$ cat config.mk
export PLATFORM = sky130hd
export DESIGN_NAME = uart_transmitter8
export DESIGN_NICKNAME = d
export VERILOG_FILES = /design/src/rtl/uart_transmitter8.sv
export SDC_FILE = /design/constraint.sdc
export NUM_CORES = 1
export LEC_CHECK = 0
export CAP_MARGIN = 20
export CORE_MARGIN = 5
export CORE_UTILIZATION = 57
export CTS_BUF_LIST = sky130_fd_sc_hd__clkbuf_4
export CTS_CLUSTER_SIZE = 40
export DETAILED_ROUTE_END_ITERATION = 6
export GPL_ROUTABILITY_DRIVEN = 0
export MAX_ROUTING_LAYER = met4
export PLACE_DENSITY = 0.86
export SETUP_SLACK_MARGIN = 0.4
export SLEW_MARGIN = 25
export SYNTH_ARGS = -nofsm -noshare
export SYNTH_HDL_FRONTEND = slang
export SYNTH_SLANG_ARGS = --single-unit
$ cat constraint.sdc
create_clock -name clk -period 4.2 [get_ports clk]
set_input_delay 0.84 -clock clk [delete_from_list [all_inputs] [get_ports clk]]
set_output_delay 0.84 -clock clk [all_outputs]
set_load 0.02 [all_outputs]
$ cat src/rtl/uart_transmitter8.sv
// 8-bit UART transmitter: start bit, 8 data bits LSB first, optional parity, 1-2 stop bits.
// tx is registered; tx_ready/busy/tx_done decode from the state and counter registers.
module uart_transmitter8 #(
    parameter int CLKS_PER_BIT = 1,
    parameter int PARITY_EN    = 0,
    parameter int PARITY_ODD   = 0,
    parameter int STOP_BITS    = 1
) (
    input  logic       clk,
    input  logic       rst,
    input  logic [7:0] data_in,
    input  logic       tx_valid,
    output logic       tx_ready,
    output logic       tx,
    output logic       busy,
    output logic       tx_done
);
    localparam int CW = $clog2(CLKS_PER_BIT + 1);
    localparam logic [CW-1:0] CNT_MAX  = CW'(CLKS_PER_BIT - 1);
    localparam logic [2:0]    STOP_MAX = 3'(STOP_BITS - 1);

    typedef enum logic [2:0] {IDLE, START, DATA, PARITY, STOP} state_t;

    state_t        state, n_state;
    logic [CW-1:0] cnt, n_cnt;
    logic [2:0]    idx, n_idx;
    logic [7:0]    sr, n_sr;
    logic          par, n_par;
    logic          n_tx;
    logic          bit_end;

    assign tx_ready = (state == IDLE);
    assign busy     = (state != IDLE);
    assign bit_end  = (cnt == CNT_MAX);

    always_ff @(posedge clk) begin
        if (rst) begin
            state <= IDLE;
            cnt   <= '0;
            idx   <= '0;
            sr    <= '0;
            par   <= 1'b0;
            tx    <= 1'b1;
        end else begin
            state <= n_state;
            cnt   <= n_cnt;
            idx   <= n_idx;
            sr    <= n_sr;
            par   <= n_par;
            tx    <= n_tx;
        end
    end

    always_comb begin
        n_state = state;
        n_cnt   = cnt;
        n_idx   = idx;
        n_sr    = sr;
        n_par   = par;
        n_tx    = tx;
        tx_done = 1'b0;
        case (state)
            IDLE: begin
                n_tx = 1'b1;
                if (tx_valid) begin
                    n_state = START;
                    n_sr    = data_in;
                    n_par   = (^data_in) ^ (PARITY_ODD != 0);
                    n_tx    = 1'b0;
                    n_cnt   = '0;
                    n_idx   = '0;
                end
            end
            START: begin
                if (bit_end) begin
                    n_state = DATA;
                    n_cnt   = '0;
                    n_tx    = sr[0];
                end else begin
                    n_cnt = cnt + 1'b1;
                end
            end
            DATA: begin
                if (bit_end) begin
                    n_cnt = '0;
                    if (idx == 3'd7) begin
                        n_idx = '0;
                        if (PARITY_EN != 0) begin
                            n_state = PARITY;
                            n_tx    = par;
                        end else begin
                            n_state = STOP;
                            n_tx    = 1'b1;
                        end
                    end else begin
                        // shift register keeps the bit on the line in sr[0]
                        n_idx = idx + 1'b1;
                        n_sr  = sr >> 1;
                        n_tx  = sr[1];
                    end
                end else begin
                    n_cnt = cnt + 1'b1;
                end
            end
            PARITY: begin
                if (bit_end) begin
                    n_state = STOP;
                    n_cnt   = '0;
                    n_idx   = '0;
                    n_tx    = 1'b1;
                end else begin
                    n_cnt = cnt + 1'b1;
                end
            end
            STOP: begin
                n_tx = 1'b1;
                if (bit_end) begin
                    n_cnt = '0;
                    if (idx == STOP_MAX) begin
                        tx_done = 1'b1;
                        n_state = IDLE;
                        n_idx   = '0;
                    end else begin
                        n_idx = idx + 1'b1;
                    end
                end else begin
                    n_cnt = cnt + 1'b1;
                end
            end
            default: begin
                n_state = IDLE;
                n_tx    = 1'b1;
            end
        endcase
    end
endmodule

# Yosys cells after proc, flatten, opt, wreduce, memory -nomap -nowiden
# Cells that the tools add are included.
[op_classes]
n_eq_ne = 13
n_mux = 31
n_reduce_logical = 12
n_addsub = 2
[ops]
columns = ["operator", "n"]
rows = [
  ["$mux 3", 13],
  ["$mux 8", 3],
  ["$ne 2x2->1 const B", 8],
  ["$pmux 8 s2", 1],
  ["$pmux 3 s5", 1],
  ["$pmux 3 s4", 1],
  ["$mux 1", 10],
  ["$reduce_and 7->1", 1],
  ["$eq 3x2->1 const B", 2],
  ["$eq 3x3->1 const B", 2],
  ["$logic_not 3->1", 2],
  ["$reduce_and 5->1", 1],
  ["$pmux 1 s4", 1],
  ["$reduce_and 4->1", 1],
  ["$reduce_bool 2->1", 2],
  ["$reduce_bool 4->1", 1],
  ["$reduce_or 4->1", 1],
  ["$add 3x1->3 const B", 1],
  ["$eq 3x1->1 const B", 1],
  ["$reduce_and 3->1", 1],
  ["$reduce_bool 3->1", 1],
  ["$pmux 1 s2", 1],
  ["$reduce_and 2->1", 1],
  ["$add 1x1->1 const B", 1],
]
[word_totals]
output_inout_bits = 4
input_bits = 11
elab_cells = 63
regBits = 16

# Longest topological paths before layout
# Gate-level depths: netlist of run 1.
[depth]
word_depth = 4
depth_mapped = 7
mapped_depth_nobuf = 6

# Worst setup path before layout of run 1
# Ideal clock, no wire load.
[synth_path]
kind = "register to output"
from = "reg state[1]"
to = "out tx_done"
path_stages_with_launch = 4
path_buffers = 2
arrival_ns = 1.324
t_required_ns = 3.360
setup_slack_ns = 2.036
cell_sequence = "dfxtp_1 -> buf_6 -> buf_2 -> nor4_1"
[synth_via]
elab_chain_cells = 2
[synth_rtl]
columns = ["item", "line_no", "source"]
rows = [
  ["start: declaration", "24", "state_t state, n_state;"],
  ["start signal: assignment", "45", "state <= n_state;"],
  ["$eq 3x3->1", "62", "case (state)"],
  ["$mux 1", "62", ""],
  ["end: declaration", "16", "output logic tx_done"],
]
# No other way between the ends.

# Final worst setup path of run 1
[layout_path]
from = "reg state[1]"
to = "out tx_ready"
[layout_via]
elab_chain_cells = 1
[layout_rtl]
columns = ["item", "line_no", "source"]
rows = [
  ["$logic_not 3->1", "32", "assign tx_ready = (state == IDLE);"],
  ["end: declaration", "13", "output logic tx_ready,"],
]
# No other way between the ends.

==> key figures, run 1 <==
Yosys
  – Multiplexer area fraction after synthesis: around a tenth
  – Synth async-reset ratio: 0%
  – Post-synth design cell area: 809.5 um^2
  – Sequential fraction of the synthesis area: 37.09%
  – Synthesis Warnings: 0
  – Syn Area/Cell: 9.305 um^2
  – Main synth FF type: dfxtp_1
  – Syn_nets: between 100 and 150
  – Cells after synthesis: 87
  – Xor/xnor cell area share of the yosys netlist: 0%
  – Netlist cell types: 33
  – EDFF count, synth: 0
  – Post-Synth Simple-Gate Area: 19.94%
  – Synth Area in Compound Gates: approximately 20%
  – Largest family of logic cells by synthesized area: compound AO/OA/AOI/OAI gates
  – #FFs+latches synth: 15
  – Area share of fa/ha/maj cells after synthesis: 4.637%

Placement
  – IO buf count: 14
  – Placed instance area: 920.9 um^2
  – DP Wirelength: 1083 um

Final layout
  – Antenna Cells: 0
  – Commonest non-fill, non-tap cell in the layout: dfxtp_1
  – Fillers: roughly 100
  – Design area: 948.4 um^2
  – Nets: 114
  – FF/Latch Area: 300.3 um^2
  – Commonest cells after routing, fill and taps aside: 15 x dfxtp_1, 14 x clkdlybuf4s50_1, 9 x nor2_1
  – Share of layout cells above drive strength 1: 11.11%
  – Area of the multi-input gates: 442.9 um^2
  – Area grow syn2layout: 17.16%

Detailed routing
  – Post-DR vias/cell: 5.658
  – DRC violation count after routing: 0
  – Wirelength per Cell: 12.70 um
  – 1st-pass router iterations: 4
  – DRT iter0 DRCs: 11
  – Via count: 645
  – Total wire length: 1448 um
  – Antenna viol nets, final: 0

Global routing
  – Vias in the first global route: 581
  – Met2 GRT Util: 26.39%
  – Largest net degree at the start of global routing: 20
  – GR Util met1: 17.34%
  – Initial antenna violation count: 0
  – Grt met3 use: under 10%
  – GRT Resource Usage Total: 15.53%
  – Global-route wire length before repair: 2408 um
  – Grt peak-use layer: met2
  – Overflow after GRT: 0

Worst setup path
  – Max incr delay on CP: ~0.59 ns
  – Setup crit start kind: flip-flop
  – Crit path DAT: 1.96 ns
  – Worst Path Max Fanout: 19
  – CP endpoint kind: output pin
  – Setup Crit Path Kind: flip-flop to output pin
  – CP Cell Sequence: or3_1 > inv_1 > clkdlybuf4s50_1
  – Worst path slowest cell: clkdlybuf4s50_1
  – Worst path required time: 3.36 ns

CTS
  – Clk sinks: 15
  – Max clock buf depth: 2
  – Clk root buf: clkbuf_4
  – CTS tree: done
  – Hold-fix buffers, CTS: 0
  – Cts repair resizes: 0
  – Num CTS Buffers: 3
  – Insertion delay to the later sink of the worst-skew pair: between 0.2 and 0.3 ns
  – H-tree Lvls: 1
  – # Post-CTS Setup Buffers: 0
  – Clock slew seen by the registers of the worst setup and hold paths: 0.09 ns

Flow run
  – Max-cap violations: 0

Timing
  – Setup Viol. Count Final: 0
  – Fin crit share: 66.77%
  – Minimum clock period: 2.804 ns
  – Final count of pins violating max slew: 0
  – Final Skew: 0.0006516 ns
  – Worst hold margin: 0.4925 ns
  – Fmax: ~0.36 GHz
  – Worst Max-Slew Pin Slew: 0.7294 ns
  – Endpoints failing hold: 0
  – Total negative setup slack: 0 ns
  – Slew headroom: 51.30%
  – Unrepaired setup endpoints after global routing: false

Min path
  – Hold Crit Class: flip-flop to flip-flop

Floorplanning
  – Die Y: about 48 um
  – Die Footprint: 2274 um^2
  – Die width: 47.69 um
  – Core area: approximately 1300 um^2
  – Core Rows: 13
  – Top-level I/O count: 15
  – Initial Util: roughly 60%

Outcome
  – Status: finished clean

Power
  – Leak: about 0.36 nW
  – PwrDens: 332.9 nW/um^2
  – Worst VDD drop: about 0.25 mV
  – Overall Power: approximately 0.32 mW
==> synthesized netlist by cell type, types with 3 or more instances <==
| master | n | share of area, % |
|---|---|---|
| ha_1 | 3 | 4.6 |
| dfxtp_1 | 15 | 37 |
| a211oi_1 | 5 | 4.6 |
| mux2i_1 | 7 | 8.7 |
| nor2_1 | 9 | 4.2 |
| nand2_1 | 5 | 2.3 |
| nand2b_1 | 4 | 3.1 |
| buf_6 | 3 | 4.2 |
| inv_1 | 5 | 2.3 |
| a21oi_1 | 3 | 1.9 |
==> through the flow <==
stage          util, %  instances  setup slack, ns
3_3_place_gp     69.90        110            1.722
2_1_floorplan        -         87            2.036
5_1_grt          71.98        114            1.274
4_1_cts          71.98        114            1.385
3_5_place_dp     69.90        110            1.698
6_report         71.98        114            1.396
==> layer usage <==
layer	vias to the layer above	part of all wire [%]	wire (um)
li1	330	-	-
met1	302	46	672
met2	11	47	676
met3	2	5.5	80
met4	0	1.3	19
met5	-	0	0
==> sequential cells by signal, indices dropped and copies added (netlist names) <==
signal	count
sr	8
idx	3
state	3
tx	1
==> power breakdown <==
group	internal (mW)	switching (mW)	total, mW
registers	0.155	0.0125	0.167
logic	0.0366	0.0323	0.0689
clock network	0.0352	0.0446	0.0798
total	0.226	0.0894	0.316
==> path summary, 6_finish.rpt <==
| kind | cells after the start | startpoint | end | slack, ns |
|---|---|---|---|---|
| worst min register to register | 2 | sr[7]$_SDFFE_PP0P_ | sr[7]$_SDFFE_PP0P_ | 0.49 |
| worst max register to register | 4 | state[1]$_SDFFE_PP0P_ | sr[5]$_SDFFE_PP0P_ | 2.31 |
| worst min-delay path | 2 | sr[7]$_SDFFE_PP0P_ | sr[7]$_SDFFE_PP0P_ | 0.49 |
| worst max-delay path | 3 | state[1]$_SDFFE_PP0P_ | tx_ready | 1.40 |
==> worst max-delay path: cells and delay by family, from the launching register on <==
family                 cells  cell delay, ns
AND/OR/NAND/NOR            1            0.48
flip-flops                 1            0.55
buffers and inverters      2            0.65
==> area by class of cell <==
type                            count  share of cell area (%)
Multi-Input combinational cell     61                   46.70
Sequential cell                    15                   31.66
Timing Repair Buffer               14                   14.78
Clock buffer                        3                   2.375
Inverter                            5                   1.979
Tap cell                           15                   1.979
Clock inverter                      1                  0.5277
==> logic make-up after synthesis <==
kind of cell               after synthesis
and+or+nand+nor                         30
AOI/OAI and AO/OA                       20
DFF                                     15
buffers and inverters                   11
muxes                                    8
adders and majority gates                3
No activity file was read; power rests on OpenSTA's default activity.
==> run 2, diff against run 1 <==
Settings changed: CORE_UTILIZATION 57 to 53, PLACE_DENSITY 0.86 to 0.81.
Clock period 4.2 ns to 2.8 ns, I/O delays scaled along.
==> key figures, run 2 (synthesis gave the netlist of run 1 again) <==
Outcome
  – Status: finished clean

Global routing
  – Largest net degree at the start of global routing: 17 (-15%)
  – Vias in the first global route: 616 (+6.0%)
  – GR Util met1: 14.31% (-3.0 points)
  – Initial antenna violation count: 0 (unchanged)
  – Met2 GRT Util: 22.32% (-4.1 points)
  – Grt peak-use layer: met2
  – Global-route wire length before repair: 2497 um (+3.7%)
  – Overflow after GRT: 0 (unchanged)
  – Grt met3 use: 3.364% (-1.1 points)
  – GRT Resource Usage Total: 13.45% (-2.1 points)

Final layout
  – Share of layout cells above drive strength 1: 13.00% (+1.9 points)
  – Nets: 115 (+0.88%)
  – Antenna Cells: 0 (unchanged)
  – Max reg flops: 8 (unchanged)
  – Final Instance Count excl. Fillers: 116 (+1.8%)
  – Area grow syn2layout: 18.24%
  – Reg with most FFs: sr
  – Commonest cells after routing, fill and taps aside: 14 x dfxtp_1, 13 x clkdlybuf4s50_1, 9 x nor2_1
  – Biggest regs: sr x8, idx x3, state x3
  – Fin util: 65.05% (-6.9 points)
  – Commonest non-fill, non-tap cell in the layout: dfxtp_1

Floorplanning
  – Die width: 49.08 um (+2.9%)
  – Core Rows: 14 (+1)
  – Die Footprint: 2409 um^2 (+5.9%)
  – Initial Util: 55.02% (-6.4 points)
  – Core area: 1471 um^2 (+12%)
  – Top-level I/O count: 15 (unchanged)
  – Die Y: 49.08 um (+2.9%)

CTS
  – Clock slew seen by the registers of the worst setup and hold paths: 0.09 ns (about the same)
  – Num CTS Buffers: 3 (unchanged)
  – Max clock buf depth: 2 (unchanged)
  – Clk sinks: 15 (unchanged)
  – Clk root buf: clkbuf_4
  – # Post-CTS Setup Buffers: 0 (unchanged)
  – H-tree Lvls: 1 (unchanged)
  – CTS tree: done
  – Insertion delay to the later sink of the worst-skew pair: 0.28 ns (about the same)

Worst setup path
  – Setup Crit Path Kind: flip-flop to output pin
  – Max incr delay on CP: 0.59 ns (about the same)
  – CP endpoint kind: output pin
  – Worst path required time: 2.24 ns (-1.12 ns)
  – Setup crit start kind: flip-flop
  – RR Startpoint: idx[0]$_SDFFE_PP0P_
  – CP Cell Sequence: or3_1 > inv_1 > clkdlybuf4s50_1
  – FF-to-FF setup slack: 1.06 ns (-1.25 ns)
  – Crit path DAT: 1.77 ns (-0.19 ns)
  – Reg2reg end: sr[6]$_SDFFE_PP0P_
  – Worst Path Max Fanout: 10 (-9)
  – Worst path slowest cell: clkdlybuf4s50_1
  – R2R cell count: 6 (+2)

Placement
  – DP Wirelength: 1111 um (+2.6%)
  – Placed cells: 112 (+1.8%)
  – IO buf count: 14 (unchanged)

Power
  – Internal: 0.3411 mW (+51%)
  – Clk pwr share: 26.2% (+0.9 points)
  – Sequential power share: 51.2% (-1.7 points)
  – Switching pwr: 0.1403 mW (+57%)
  – Worst VDD drop: 0.3481 mV (+37%)
  – Logic pwr share: 22.6% (+0.8 points)
  – PwrDens: 502.9 nW/um^2 (+51%)
  – Switching part of the total power: 29.14% (+0.84 points)
  – Leak: 0.3701 nW (+2.9%)

Detailed routing
  – Wirelength per Cell: 12.97 um (+2.1%)
  – Total wire length: 1505 um (+3.9%)
  – DRC violation count after routing: 0 (unchanged)
  – DRT iter0 DRCs: 11 (unchanged)
  – Antenna viol nets, final: 0 (unchanged)
  – Post-DR vias/cell: 5.672 (+0.26%)
  – 1st-pass router iterations: 4 (unchanged)
  – Via count: 658 (+2.0%)

Timing
  – Worst hold margin: 0.4733 ns (-0.01922 ns)
  – Setup Viol. Count Final: 0 (unchanged)
  – Fmax: between 0.4 and 0.5 GHz
  – Worst Max-Slew Pin Slew: 0.5601 ns (-0.1693 ns)
  – Final Skew: 0.003273 ns (+0.002622 ns)
  – Fin crit share: 83.34%
  – Total negative setup slack: 0 ns (unchanged)
  – Unrepaired setup endpoints after global routing: false
  – Slew headroom: 62.54% (+11 points)
  – Minimum clock period: around 2.3 ns
  – Final count of pins violating max slew: 0 (unchanged)
  – Endpoints failing hold: 0 (unchanged)

Min path
  – Hold_sp: sr[7]$_SDFFE_PP0P_
  – WHS Endpoint: sr[7]$_SDFFE_PP0P_
  – Hold path cells: 2 (unchanged)
  – Hold Crit Class: flip-flop to flip-flop

Flow run
  – Max-cap violations: 0 (unchanged)
-- run 2: cell count changes in the layout (fill, tap and decap cells not counted), sizes merged --
cell           previous run  this run
dlygate4sd2               0         1
buf                       0         1
clkdlybuf4s50            14        13
-- run 2: worst max-delay path by stage --
stage | depth (start not counted) | startpoint | slack, ns | endpoint
3_5_place_dp | 3 | state[2]$_SDFFE_PP0P_ | 0.65 | tx_done
6_report | 3 | state[1]$_SDFFE_PP0P_ | 0.47 | tx_ready
5_1_grt | 3 | state[1]$_SDFFE_PP0P_ | 0.42 | tx_ready
3_3_place_gp | 3 | state[2]$_SDFFE_PP0P_ | 0.70 | tx_done
2_1_floorplan | 3 | state[1]$_SDFFE_PP0P_ | 0.92 | tx_done
4_1_cts | 3 | state[0]$_SDFFE_PP0P_ | 0.40 | tx_ready
-- run 2: final cells by class --
cell class	instances	area [um^2]
fill	139	514.2
tap	16	20.02
clock inverter	1	5.005
clock buffer	3	22.52
sequential	15	301.5
multi-input combinational	61	442.9
inverter	5	18.77
timing repair buffer	15	146.4
-- run 2: worst max-delay path: cells and delay by family, from the launching register on --
kind                   cells  cell delay [ns]
and+or+nand+nor            1             0.42
buffers and inverters      2             0.66
DFF                        1             0.41
-- run 2: per-layer routing --
layer  vias to the layer above  part of all wire (%)
met5                         -                     0
met3                         6                   5.6
li1                        333                     -
met2                        17                    47
met4                         0                   2.5
met1                       302                    45
-- run 2: stage by stage --
stage	area (um^2)	power, mW	setup WS [ns]
6_report	957.2	0.4814	0.4664
3_5_place_dp	929.6	0.3605	0.6497
3_3_place_gp	929.6	0.3566	0.7017
5_1_grt	957.2	0.5083	0.4180
4_1_cts	955.9	0.4859	0.4025
2_1_floorplan	809.5	0.3293	0.9163
-- run 2: timing repair --
item | in CTS | in global routing
endpoints found under the setup margin | 1 | 1
gates resized for setup | 1 | 1
hold buffers | 0 | 0
endpoints found under the hold margin | 0 | 0
-- run 2: power groups by stage --
| stage | combinational [mW] | clock, mW | sequential (mW) |
|---|---|---|---|
| after floorplan | 0.0836 | 0 | 0.246 |
| after global placement | 0.106 | 0 | 0.250 |
| after detailed placement | 0.109 | 0 | 0.251 |
| after CTS | 0.110 | 0.130 | 0.246 |
| after global routing | 0.119 | 0.140 | 0.249 |
| final | 0.109 | 0.126 | 0.246 |
==> RTL edit, RTL diff (settings of run 2) <==
Reset style: asynchronous (`rst`), changed in one clocked block.
--- a/src/rtl/uart_transmitter8.sv
+++ b/src/rtl/uart_transmitter8.sv
@@ -35,3 +35,3 @@
 
-    always_ff @(posedge clk) begin
+    always_ff @(posedge clk or posedge rst) begin
         if (rst) begin
Behaviour: differs if rst is asserted again (counterexample within 4 cycles, from zero or initial values and one cycle with rst high); with rst held inactive, the same outputs for 10 cycles.
==> RTL edit against run 2 <==
- critical path depth stayed put
- final area increased by 9.8%
- fmax grew 4.1%
- sequential cell count unchanged
- worst setup slack improved by 0.092 ns
- clock skew increased by 0.0036 ns
- largest cell class unchanged
- critical path type unchanged
- non-clock buffer count unchanged
- area after synthesis increased by 7.4%
- core utilization increased by 3.9 points
- routed wire length increased by 9.9%
Power is not compared: it rests on default switching activity, and its combinational part moved more than twofold at a synthesized area within 25%.
==> RTL edit: results (changes against run 2) <==
| Metric | Value |
|---|---|
| Critical-path top delay cell | `dfrtp_1` |
| Root Driver | `clkbuf_4` |
| Non-clk buf share | `13.8% (-1.5 points)` |
| Pre-Repair DR Iteration Count | `5 (+1)` |
| Worst path max stage delay | `0.64 ns (+0.05 ns)` |
| Clk cell area share | `2.86% (-0.019 points)` |
| Synth-to-Final Area Change | `20.9%` |
| Worst-path maximum fanout | `16 (+6)` |
| DP Wirelength | `1.20 mm (+8.2%)` |
| Netlist cell types | `26 (-21%)` |
| #MultiIn Comb | `49 (-20%)` |
| Met1 track demand over resource | `18.0% (+3.7 points)` |
| Initial drt markers | `8 (-3)` |
| Total wire length | `1.65 mm (+9.9%)` |
| Largest cells by area after synthesis | `dfrtp_1 (40%), mux2_4 (12%), mux2_2 (9.1%)` |
| Combinational cell power | `roughly 0.00066 W` |
| Status | `completed` |
| Critical Path Source | `state[0]$_DFFE_PP0P_` |
| Total GRT Usage | `15.1% (+1.7 points)` |
| Number of fill cells | `121 (-13%)` |
| First-pass GRT wire length | `2.84 mm (+14%)` |
| GRT met3 Usage | `2.66% (-0.70 points)` |
| Vias in the first global route | `607 (-1.5%)` |
| Vias | `588 (-11%)` |
| Layout Skew | `0.00684 ns (+0.00356 ns)` |
| Area post-placement | `1020 µm² (+9.6%)` |
| Synth Flop Type | `dfrtp_1` |
| R2R Path Start | `idx[0]$_DFFE_PP0P_` |
| Seq. cell area | `377 µm² (+25%)` |
| R2R setup slack | `0.69 ns (-0.37 ns)` |
| Asr flop ratio synth | `100% (+100 points)` |
| Synth Area in Compound Gates | `11.8% (-8.3 points)` |
| Top cells by count, synth | `dfrtp_1 (14), mux2_2 (7), mux2_4 (7), nand2b_1 (7), inv_1 (5)` |
| Min-delay src | `idx[0]$_DFFE_PP0P_` |
| Reg2reg end | `sr[2]$_DFFE_PP0P_` |
| Nets | `103 (-10%)` |
| Synthesized Nets | `86 (-15%)` |
| Post-Synth Adder-Cell Area | `4.32% (-0.32 points)` |
| Sequential share of the synthesized area | `43.3% (+6.2 points)` |
| Worst Max-Slew Pin Slew | `0.630 ns (+0.0694 ns)` |
| Worst reg2reg path depth | `5 (-1)` |
| Layout cells sized above 1 | `26.1% (+13 points)` |
| Clock Path Buffers | `2 (unchanged)` |
| Mean post-synth cell area | `12.1 µm² (+30%)` |
| Post-synthesis mux area share | `23.5% (+13 points)` |
| CP arrival | `1.68 ns (-0.09 ns)` |
| Multi-input logic area | `460 µm² (+4.0%)` |
| Clk slew on worst S/H paths | `roughly 0.08 ns` |
[RTL edit: changes by cell type in the layout (fill, tap and decap cells not counted), sizes merged, moves of 3 or more]
cell,delta
a211oi,-6
o311ai,+3
nand2,-5
dfxtp,-15
mux2,+13
dfrtp,+14
o21ai,+3
mux2i,-5
nor2,-7
nand2b,+3
[RTL edit: cell families (layout without fill, tap and decap cells)]
kind of cell,Yosys count,in the layout
compound gates,13,13
fa+ha+maj,3,3
buf+inv,8,24
flops,15,15
mux,16,16
simple gates,17,17
[RTL edit: repair_timing]
item	CTS	global route
hold endpoints to repair	0	0
setup endpoints to repair	2	1
resized for setup	2	1
[RTL edit: metal layers]
| metal | vias to the layer above | part of all wire (%) |
|---|---|---|
| li1 | 286 | - |
| met1 | 290 | 44 |
| met2 | 12 | 54 |
| met3 | 0 | 2.5 |
| met4 | 0 | 0 |
| met5 | - | 0 |
[RTL edit: per-stage QoR]
step | total power (W) | instances | worst slack, ns | util (%)
3_3_place_gp | 0.00108 | 100 | 0.557 | 66.8
6_report | 0.00123 | 104 | 0.559 | 69.0
5_1_grt | 0.00133 | 104 | 0.445 | 69.0
3_5_place_dp | 0.00111 | 100 | 0.541 | 66.8
4_1_cts | 0.00124 | 104 | 0.479 | 68.6
2_1_floorplan | 0.000941 | 72 | 0.696 | -
[RTL edit: worst min path at each step]
stage | to | slack (ns) | cells past startpoint
3_3_place_gp | sr[0]$_DFFE_PP0P_ | 0.49 | 1
6_report | idx[0]$_DFFE_PP0P_ | 0.52 | 1
3_5_place_dp | sr[4]$_DFFE_PP0P_ | 0.49 | 1
4_1_cts | sr[4]$_DFFE_PP0P_ | 0.53 | 1
2_1_floorplan | idx[0]$_DFFE_PP0P_ | 0.46 | 1
5_1_grt | sr[2]$_DFFE_PP0P_ | 0.54 | 1
